File: config.mk
export PLATFORM = sky130hd
export DESIGN_NAME = multicycle_sequencer
export DESIGN_NICKNAME = d
export VERILOG_FILES = /design/src/rtl/dp_types_pkg.sv /design/src/rtl/llsc_link.sv /design/src/rtl/multicycle_sequencer.sv
export SDC_FILE = /design/constraint.sdc
export NUM_CORES = 1
export LEC_CHECK = 0
export CAP_MARGIN = 25
export CORE_MARGIN = 1.5
export CORE_UTILIZATION = 35
export CTS_BUF_LIST = sky130_fd_sc_hd__clkbuf_4 sky130_fd_sc_hd__clkbuf_8
export DETAILED_ROUTE_END_ITERATION = 6
export PLACE_DENSITY = 0.67
export SYNTH_ARGS = -nofsm -noshare
export SYNTH_HDL_FRONTEND = slang
export SYNTH_HIERARCHICAL = 1
export SYNTH_SLANG_ARGS = --single-unit
File: constraint.sdc
create_clock -name CLK -period 1.85 [get_ports CLK]
set_input_delay 0.37 -clock CLK [delete_from_list [all_inputs] [get_ports CLK]]
set_output_delay 0.37 -clock CLK [all_outputs]
set_load 0.03 [all_outputs]
File: src/rtl/dp_types_pkg.sv
// Shared datapath/control types for the multicycle core.
package dp_types_pkg;

   localparam int SEQ_STATE_W = 3;

   typedef enum logic [SEQ_STATE_W-1:0] {
      FETCH  = 3'd0,
      DECODE = 3'd1,
      EXEC   = 3'd2,
      MEM    = 3'd3,
      WB     = 3'd4,
      HALT   = 3'd5
   } seq_state_t;

endpackage

File: src/rtl/llsc_link.sv
// LL/SC link register: remembers the last linked address and drops it on a
// successful SC or a matching coherence invalidation.
module llsc_link
   import dp_types_pkg::*;
#(
   parameter int ADDR_W = 32
) (
   input  logic              clk_i,
   input  logic              rst_i,
   input  logic              ll_done_i,
   input  logic              sc_clear_i,
   input  logic [ADDR_W-1:0] daddr_i,
   input  logic              snoop_inv_i,
   input  logic [ADDR_W-1:0] snoop_addr_i,
   output logic              sc_match_o
);

   logic              link_valid_q, link_valid_d;
   logic [ADDR_W-1:0] link_addr_q, link_addr_d;
   logic              snoop_hit_old, snoop_hit_new;

   assign snoop_hit_old = snoop_inv_i && (snoop_addr_i == link_addr_q);
   assign snoop_hit_new = snoop_inv_i && (snoop_addr_i == daddr_i);

   // A snoop on the line being linked in the same cycle means the LL never took.
   always_comb begin
      link_valid_d = link_valid_q;
      link_addr_d  = link_addr_q;
      if (ll_done_i) begin
         link_addr_d  = daddr_i;
         link_valid_d = !snoop_hit_new;
      end else if (sc_clear_i || snoop_hit_old) begin
         link_valid_d = 1'b0;
      end
   end

   always_ff @(posedge clk_i) begin
      if (rst_i) begin
         link_valid_q <= 1'b0;
         link_addr_q  <= '0;
      end else begin
         link_valid_q <= link_valid_d;
         link_addr_q  <= link_addr_d;
      end
   end

   assign sc_match_o = link_valid_q && (link_addr_q == daddr_i);

endmodule

File: src/rtl/multicycle_sequencer.sv
// Multicycle control sequencer: steps each instruction FETCH..WB, gates the
// datapath write enables and cache requests, and keeps the performance counters.
//
// state  | meaning
// FETCH  | iREN held until ihit; irWEN pulses on ihit
// DECODE | control word settles, no enables
// EXEC   | ALU cycle; picks HALT / MEM / WB, latches SC pass
// MEM    | dREN or dWEN held until dhit; failed SC skips the request
// WB     | pcWEN, regWEN, sc_success; retires the instruction
// HALT   | sticky until RST, all enables low
module multicycle_sequencer
   import dp_types_pkg::*;
#(
   parameter int ADDR_W = 32,
   parameter int CNT_W  = 32
) (
   input  logic              CLK,
   input  logic              RST,
   input  logic              ihit,
   input  logic              dhit,
   input  logic              dec_halt,
   input  logic              dec_regWEN,
   input  logic              dec_dREN,
   input  logic              dec_dWEN,
   input  logic              dec_datomic,
   input  logic [ADDR_W-1:0] daddr,
   input  logic              snoop_inv,
   input  logic [ADDR_W-1:0] snoop_addr,
   output logic              iREN,
   output logic              irWEN,
   output logic              dREN,
   output logic              dWEN,
   output logic              regWEN,
   output logic              pcWEN,
   output logic              sc_success,
   output logic              halt,
   output logic [CNT_W-1:0]  cycle_cnt,
   output logic [CNT_W-1:0]  instr_cnt
);

   seq_state_t       state_q, state_d;
   logic             sc_pass_q, sc_pass_d;
   logic [CNT_W-1:0] cycle_cnt_q, cycle_cnt_d;
   logic [CNT_W-1:0] instr_cnt_q, instr_cnt_d;
   logic             is_sc, is_ll, store_go;
   logic             sc_match, ll_done, sc_clear;

   assign is_sc    = dec_dWEN && dec_datomic;
   assign is_ll    = dec_dREN && dec_datomic;
   assign store_go = dec_dWEN && !(dec_datomic && !sc_pass_q);

   llsc_link #(.ADDR_W(ADDR_W)) u_link (
      .clk_i        (CLK),
      .rst_i        (RST),
      .ll_done_i    (ll_done),
      .sc_clear_i   (sc_clear),
      .daddr_i      (daddr),
      .snoop_inv_i  (snoop_inv),
      .snoop_addr_i (snoop_addr),
      .sc_match_o   (sc_match)
   );

   always_comb begin
      state_d    = state_q;
      sc_pass_d  = sc_pass_q;
      iREN       = 1'b0;
      irWEN      = 1'b0;
      dREN       = 1'b0;
      dWEN       = 1'b0;
      regWEN     = 1'b0;
      pcWEN      = 1'b0;
      sc_success = 1'b0;
      halt       = 1'b0;
      ll_done    = 1'b0;
      sc_clear   = 1'b0;
      case (state_q)
         FETCH: begin
            iREN = 1'b1;
            if (ihit) begin
               irWEN   = 1'b1;
               state_d = DECODE;
            end
         end
         DECODE: state_d = EXEC;
         EXEC: begin
            sc_pass_d = is_sc && sc_match;
            if (dec_halt)                  state_d = HALT;
            else if (dec_dREN || dec_dWEN) state_d = MEM;
            else                           state_d = WB;
         end
         MEM: begin
            // Loads win if the control word ever asserts both requests.
            if (dec_dREN) begin
               dREN = 1'b1;
               if (dhit) begin
                  ll_done = is_ll;
                  state_d = WB;
               end
            end else if (store_go) begin
               dWEN = 1'b1;
               if (dhit) state_d = WB;
            end else begin
               state_d = WB;
            end
         end
         WB: begin
            pcWEN      = 1'b1;
            regWEN     = dec_regWEN;
            sc_success = is_sc && sc_pass_q;
            sc_clear   = is_sc && sc_pass_q;
            state_d    = FETCH;
         end
         HALT:    halt = 1'b1;
         default: state_d = FETCH;
      endcase
   end

   always_comb begin
      cycle_cnt_d = cycle_cnt_q;
      instr_cnt_d = instr_cnt_q;
      if (state_q != HALT) cycle_cnt_d = cycle_cnt_q + CNT_W'(1);
      if (state_q == WB)   instr_cnt_d = instr_cnt_q + CNT_W'(1);
   end

   always_ff @(posedge CLK) begin
      if (RST) begin
         state_q     <= FETCH;
         sc_pass_q   <= 1'b0;
         cycle_cnt_q <= '0;
         instr_cnt_q <= '0;
      end else begin
         state_q     <= state_d;
         sc_pass_q   <= sc_pass_d;
         cycle_cnt_q <= cycle_cnt_d;
         instr_cnt_q <= instr_cnt_d;
      end
   end

   assign cycle_cnt = cycle_cnt_q;
   assign instr_cnt = instr_cnt_q;

endmodule

; ---- Yosys cells after proc, flatten, opt, wreduce, memory -nomap -nowiden
; Index checks and enable logic that the tools add are counted.
[totals]
ff_bits = 101
in_bits = 74
out_inout_bits = 72
word_cells = 60
[classes]
add_sub_neg = 2
n_eq_ne = 10
muxes = 24
bitwise_logic = 1
reduce_logical = 17
[ops]
columns = op, count
row1 = $eq A32 B32 Y1, 3
row2 = $add A32 B1 Y32 const B, 2
row3 = $mux W3, 6
row4 = $mux W1, 17
row5 = $pmux W3 S5, 1
row6 = $logic_and A1 B1 Y1, 9
row7 = $eq A3 B2 Y1 const B, 2
row8 = $eq A3 B3 Y1 const B, 2
row9 = $eq A3 B1 Y1 const B, 1
row10 = $logic_not A1 Y1, 3
row11 = $logic_not A3 Y1, 1
row12 = $ne A3 B3 Y1 const B, 1
row13 = $logic_or A1 B1 Y1, 2
row14 = $ne A2 B2 Y1 const B, 1
row15 = $reduce_and A2 Y1, 1
row16 = $reduce_bool A2 Y1, 1
row17 = $not A1 Y1, 1

; ---- Depth between registers and ports, before layout
[logic_depth]
depth_word = 7
ltp_mapped = 8
mapped_depth_nobuf = 7

; ---- Hierarchy
; The synthesis kept the hierarchy.
[modules_own_cells]
columns = mod, n_inst, cells_each, area_per_inst_um2, seq_area_each_um2
row1 = multicycle_sequencer, 1, 374, 3190.6, 1361.3
row2 = llsc_link, 1, 239, 2213.4, 660.6

; ---- Worst setup path after synthesis
; No wires, ideal clock.
[synth_path]
path_type = flip-flop to flip-flop
from = register state_q[0]
to = register u_link.link_addr_q[0]
setup_time_ps = 128
arrival_time_ps = 2203
required_ps = 1722
setup_slack_ps = -480
stages_incl_launch_ff = 9
path_buffers = 3
period_less_slack_ps = 2330
cell_sequence = dfxtp_1 buf_6 nand2_1 nor3_1 and3_1 clkbuf_1 buf_2 mux2i_1 nor2_1
[synth_between]
elab_chain_len = 2
[synth_lines]
columns = element, line
row1 = "start, declared", multicycle_sequencer.sv:41  ; seq_state_t state_q, state_d;
row2 = "start signal, assigned", multicycle_sequencer.sv:132  ; state_q <= state_d;
row3 = $eq A3 B2 Y1, multicycle_sequencer.sv:76  ; case (state_q)
row4 = $mux W1, multicycle_sequencer.sv:76
row5 = net ll_done, multicycle_sequencer.sv:46  ; logic sc_match, ll_done, sc_clear;
row6 = "end signal, assigned", llsc_link.sv:43  ; link_addr_q <= link_addr_d;
row7 = "end, declared", llsc_link.sv:19  ; logic [ADDR_W-1:0] link_addr_q, link_addr_d;
; The timed path passes the listed nets, and every way through them passes these cells.
; A chain may end at the register's enable or synchronous reset.

; ---- Worst setup path after layout
[layout_path]
from = register state_q[1]
to = output regWEN
[layout_between]
elab_chain_len = 2
[layout_lines]
columns = element, line
row1 = $eq A3 B3 Y1, multicycle_sequencer.sv:76
row2 = $mux W1, multicycle_sequencer.sv:76
row3 = "end, declared", multicycle_sequencer.sv:33  ; output logic regWEN,
; No other way between the ends.

==> impl_metrics.py <==
metrics = {
    "run_status": {
        "status": "finished with violations",
        "violations": "setup timing",
    },
    "power": {
        "p_seq_share_pct": 51.5,
        "power_frac_clock_pct": 33.2,
        "power.switching_mw": 1.211,
        "p_per_area_nw_per_um2": 519.0,
        "power.internal_mw": 3.054,
        "p_sw_share_pct": 28.39,
        "p_comb_share_pct": 15.3,
        "p_total_mw": 4.265,
        "p_leak_nw": 3.688,
        "ir_drop_mv": 0.2980,
    },
    "setup_path": {
        "crit_required_ps": 1480,
        "max_stage_delay_ps": 430,
        "cp-end-kind": "output port",
        "critPathMaxFanout": 3,
        "cp_data_arrival_time_ps": 1610,
        "crit_chain": "or3b_4 -> buf_6 -> clkinvlp_4 -> and2_4 -> buf_6",
        "cpMaxStageDelayCell": "or3b_4",
        "critPathMostFrequentCell": "buf_6",
        "critPathLaunchType": "register",
        "setup.worst_path.class": "register to output port",
    },
    "hold_path": {
        "hold_class": "input port to register",
    },
    "clock_tree": {
        "cts-htree-levels": 3,
        "cts.sinks": 101,
        "clock_latency_ps": 390,
        "cts_root_buf": "clkbuf_8",
        "cts_buffer_depth": 2,
        "hold_buffers": 0,
        "numCtsBuffers": 9,
        "clkTransAtPathRegs_ps": 100,
        "cts_tree": "built",
    },
    "drt": {
        "via_count": 5255,
        "wire_per_inst_um": 15.98,
        "drt-initial-drc-count": 201,
        "wirelength_um": 16760,
        "route.detailed.drc": 0,
        "ant_nets": 0,
        "drt_pass1_iterations": 4,
        "viasPerCell": 5.010,
    },
    "floorplan": {
        "initial_core_util_pct": 35.68,
        "die-area_um2": 16190,
        "die_y_um": 127.3,
        "io_pins": 146,
        "die_w_um": 127.3,
        "coreArea_um2": 15150,
        "rows": 45,
    },
    "synth": {
        "synth_area_um2": 5404,
        "ys_top_cells_by_area": "dfxtp_1 37%, xor2_1 16%, xnor2_1 7.8%",
        "synth_top_family_by_area": "simple AND/OR/NAND/NOR gates",
        "synth_xor_area_share_pct": 24.15,
        "synth_edf_count": 0,
        "synth_top_cell_area_share_pct": 37.42,
        "synthDistinctLibCells": 44,
        "yosysWarnings": 6,
        "avgSynthCellArea_um2": 8.816,
        "yosysTopAreaCell": "dfxtp_1",
        "synth-simple-area-share_pct": 26.07,
        "async_reset_ff_share_pct": 0,
        "synthCells": 613,
        "synth-compound-area-share_pct": 2.778,
        "synth-seq-area-share_pct": 37.42,
        "synth_fa_ha_area_share_pct": 0.4631,
        "synth_nets": 689,
        "yosys_register_bits": 101,
        "synth_common_cells": "101 x dfxtp_1, 101 x xor2_1, 98 x nor2_1",
        "synth-main-ff-cell": "dfxtp_1",
        "muxShareOfSynthArea_pct": 6.344,
    },
    "grt": {
        "antenna_found_initial": 0,
        "grt_max_degree": 29,
        "grt_pass1_wl_um": 26880,
        "grt_pass1_vias": 5379,
        "grt.overflow.total": 0,
        "grt_usage_pct": 20.89,
    },
    "sta": {
        "setup-tns-final_ps": -597.1,
        "maxSlewViolCount": 0,
        "setup_viol": 7,
        "rsz0062_at_grt": "true",
        "period_share_pct": 107.1,
        "max_clock_freq_mhz": 504.8,
        "hold_viol": 0,
        "fin_ws_ps": -131.1,
        "slew_headroom_pct": 58.16,
        "period_minus_slack_ps": 1981,
        "fin_skew_ps": 22.87,
        "tightest_slew_ps": 627.7,
    },
    "cells_and_area": {
        "fin_cells": 1049,
        "drive_gt1_share_pct": 22.42,
        "area_growth_pct": 52.07,
        "final_net_count": 932,
        "n_antenna_cell": 0,
    },
    "placed_design": {
        "place_hpwl_um": 12440,
        "dp_cells": 1018,
        "place_congestion": 0.8930,
        "io_buffers": 145,
    },
    "run": {
        "maxCapViolations": 0,
    },
}
[kinds of logic (layout without fill, tap and decap cells)]
family                     count (synthesis)  count (layout)
muxes                                     34              34
AOI/OAI and AO/OA                         27              27
adders and majority gates                  2               2
and+or+nand+nor                          267             267
buffers and inverters                     33             281
DFF                                      101             101
xor gates and xnor gates                 149             149
[final timing paths]
path / end / startpoint / slack [ps] / cells after the start
max: regWEN / state_q[1] / -130 / 5
max reg2reg: instr_cnt[8] / state_q[1] / -60 / 6
min: u_link/link_addr_q[4] / daddr[4] / 410 / 4
min reg2reg: instr_cnt[1] / instr_cnt[1] / 500 / 2
[layout make-up]
class | instances | area (um2)
fill | 1411 | 6928
multi-input combinational | 479 | 3382
clock buffer | 9 | 123.9
tap | 188 | 235.2
inverter | 9 | 40.04
clock inverter | 7 | 65.06
sequential | 101 | 2068
timing repair buffer | 256 | 2303
[state kept, by name, indices dropped and copies added (netlist names)]
register	count
u_link/link_addr_q	32
cycle_cnt	32
instr_cnt	32
state_q	3
u_link/link_valid_q	1
sc_pass_q	1
[worst max-delay path, delay by kind of cell, from the launching register on]
| family | cells | cell delay (ps) |
|---|---|---|
| DFF | 1 | 330 |
| and+or+nand+nor | 2 | 560 |
| buffers and inverters | 3 | 340 |
[repair_timing]
| action | CTS | global route |
|---|---|---|
| pin swaps | 10 | 14 |
| setup endpoints to repair | 59 | 50 |
| setup buffers | 4 | 10 |
| gates cloned | 1 | 0 |
| resized for setup | 78 | 45 |
[per-layer routing]
metal  global-route usage, %  up-vias  routed length, um
met5                       0        -                  0
met2                   34.62      139               7726
met1                   26.74     2493               7577
met3                   4.355       32               1021
li1                        -     2591                  -
met4                   8.088        0                433
[per-stage QoR]
stage	worst slack [ps]	util, %	area, um2	hold WS [ps]
3_3_place_gp	-627.0	51.33	7775	471.1
5_1_grt	-196.3	54.26	8218	438.9
6_report	-131.1	54.26	8218	406.5
4_1_cts	-167.4	52.91	8014	458.3
3_5_place_dp	-682.0	51.33	7775	479.7
2_1_floorplan	-50.96	-	5485	456.1
[power groups by stage]
stage               Sequential, mW  Clock (mW)  Combinational, mW
global route                  2.20        1.55              0.702
CTS                           2.20        1.47              0.647
floorplan                     2.26           0              0.221
global placement              2.24           0              0.629
finish                        2.20        1.41              0.654
detailed placement            2.24           0              0.636
[placed cells by master, fill, tap and decap left out, types with 3 or more instances in the layout]
cell             instances
nand3_1                 22
xnor2_1                 46
or3_1                    8
xor2_1                 101
nor4_4                   4
dfxtp_4                  7
and4_1                   5
buf_12                   3
nand2b_1                 3
nor4_2                   3
nor2_1                  97
nand2_1                 21
inv_8                    4
and3_1                   7
mux2i_1                 32
nand3_2                  4
dfxtp_2                 16
dlymetal6s2s_1          18
a21oi_1                 10
buf_6                    9
o21ai_0                  7
clkinvlp_4               3
nor2b_1                  4
clkbuf_8                 9
inv_1                    7
dfxtp_1                 78
o21ai_1                  3
nor4_1                  18
clkdlybuf4s50_1         62
nor3_1                  13
dlygate4sd2_1           56
buf_4                  106
nand4_1                 35
Note: power is estimated with default switching activity, not from simulation.
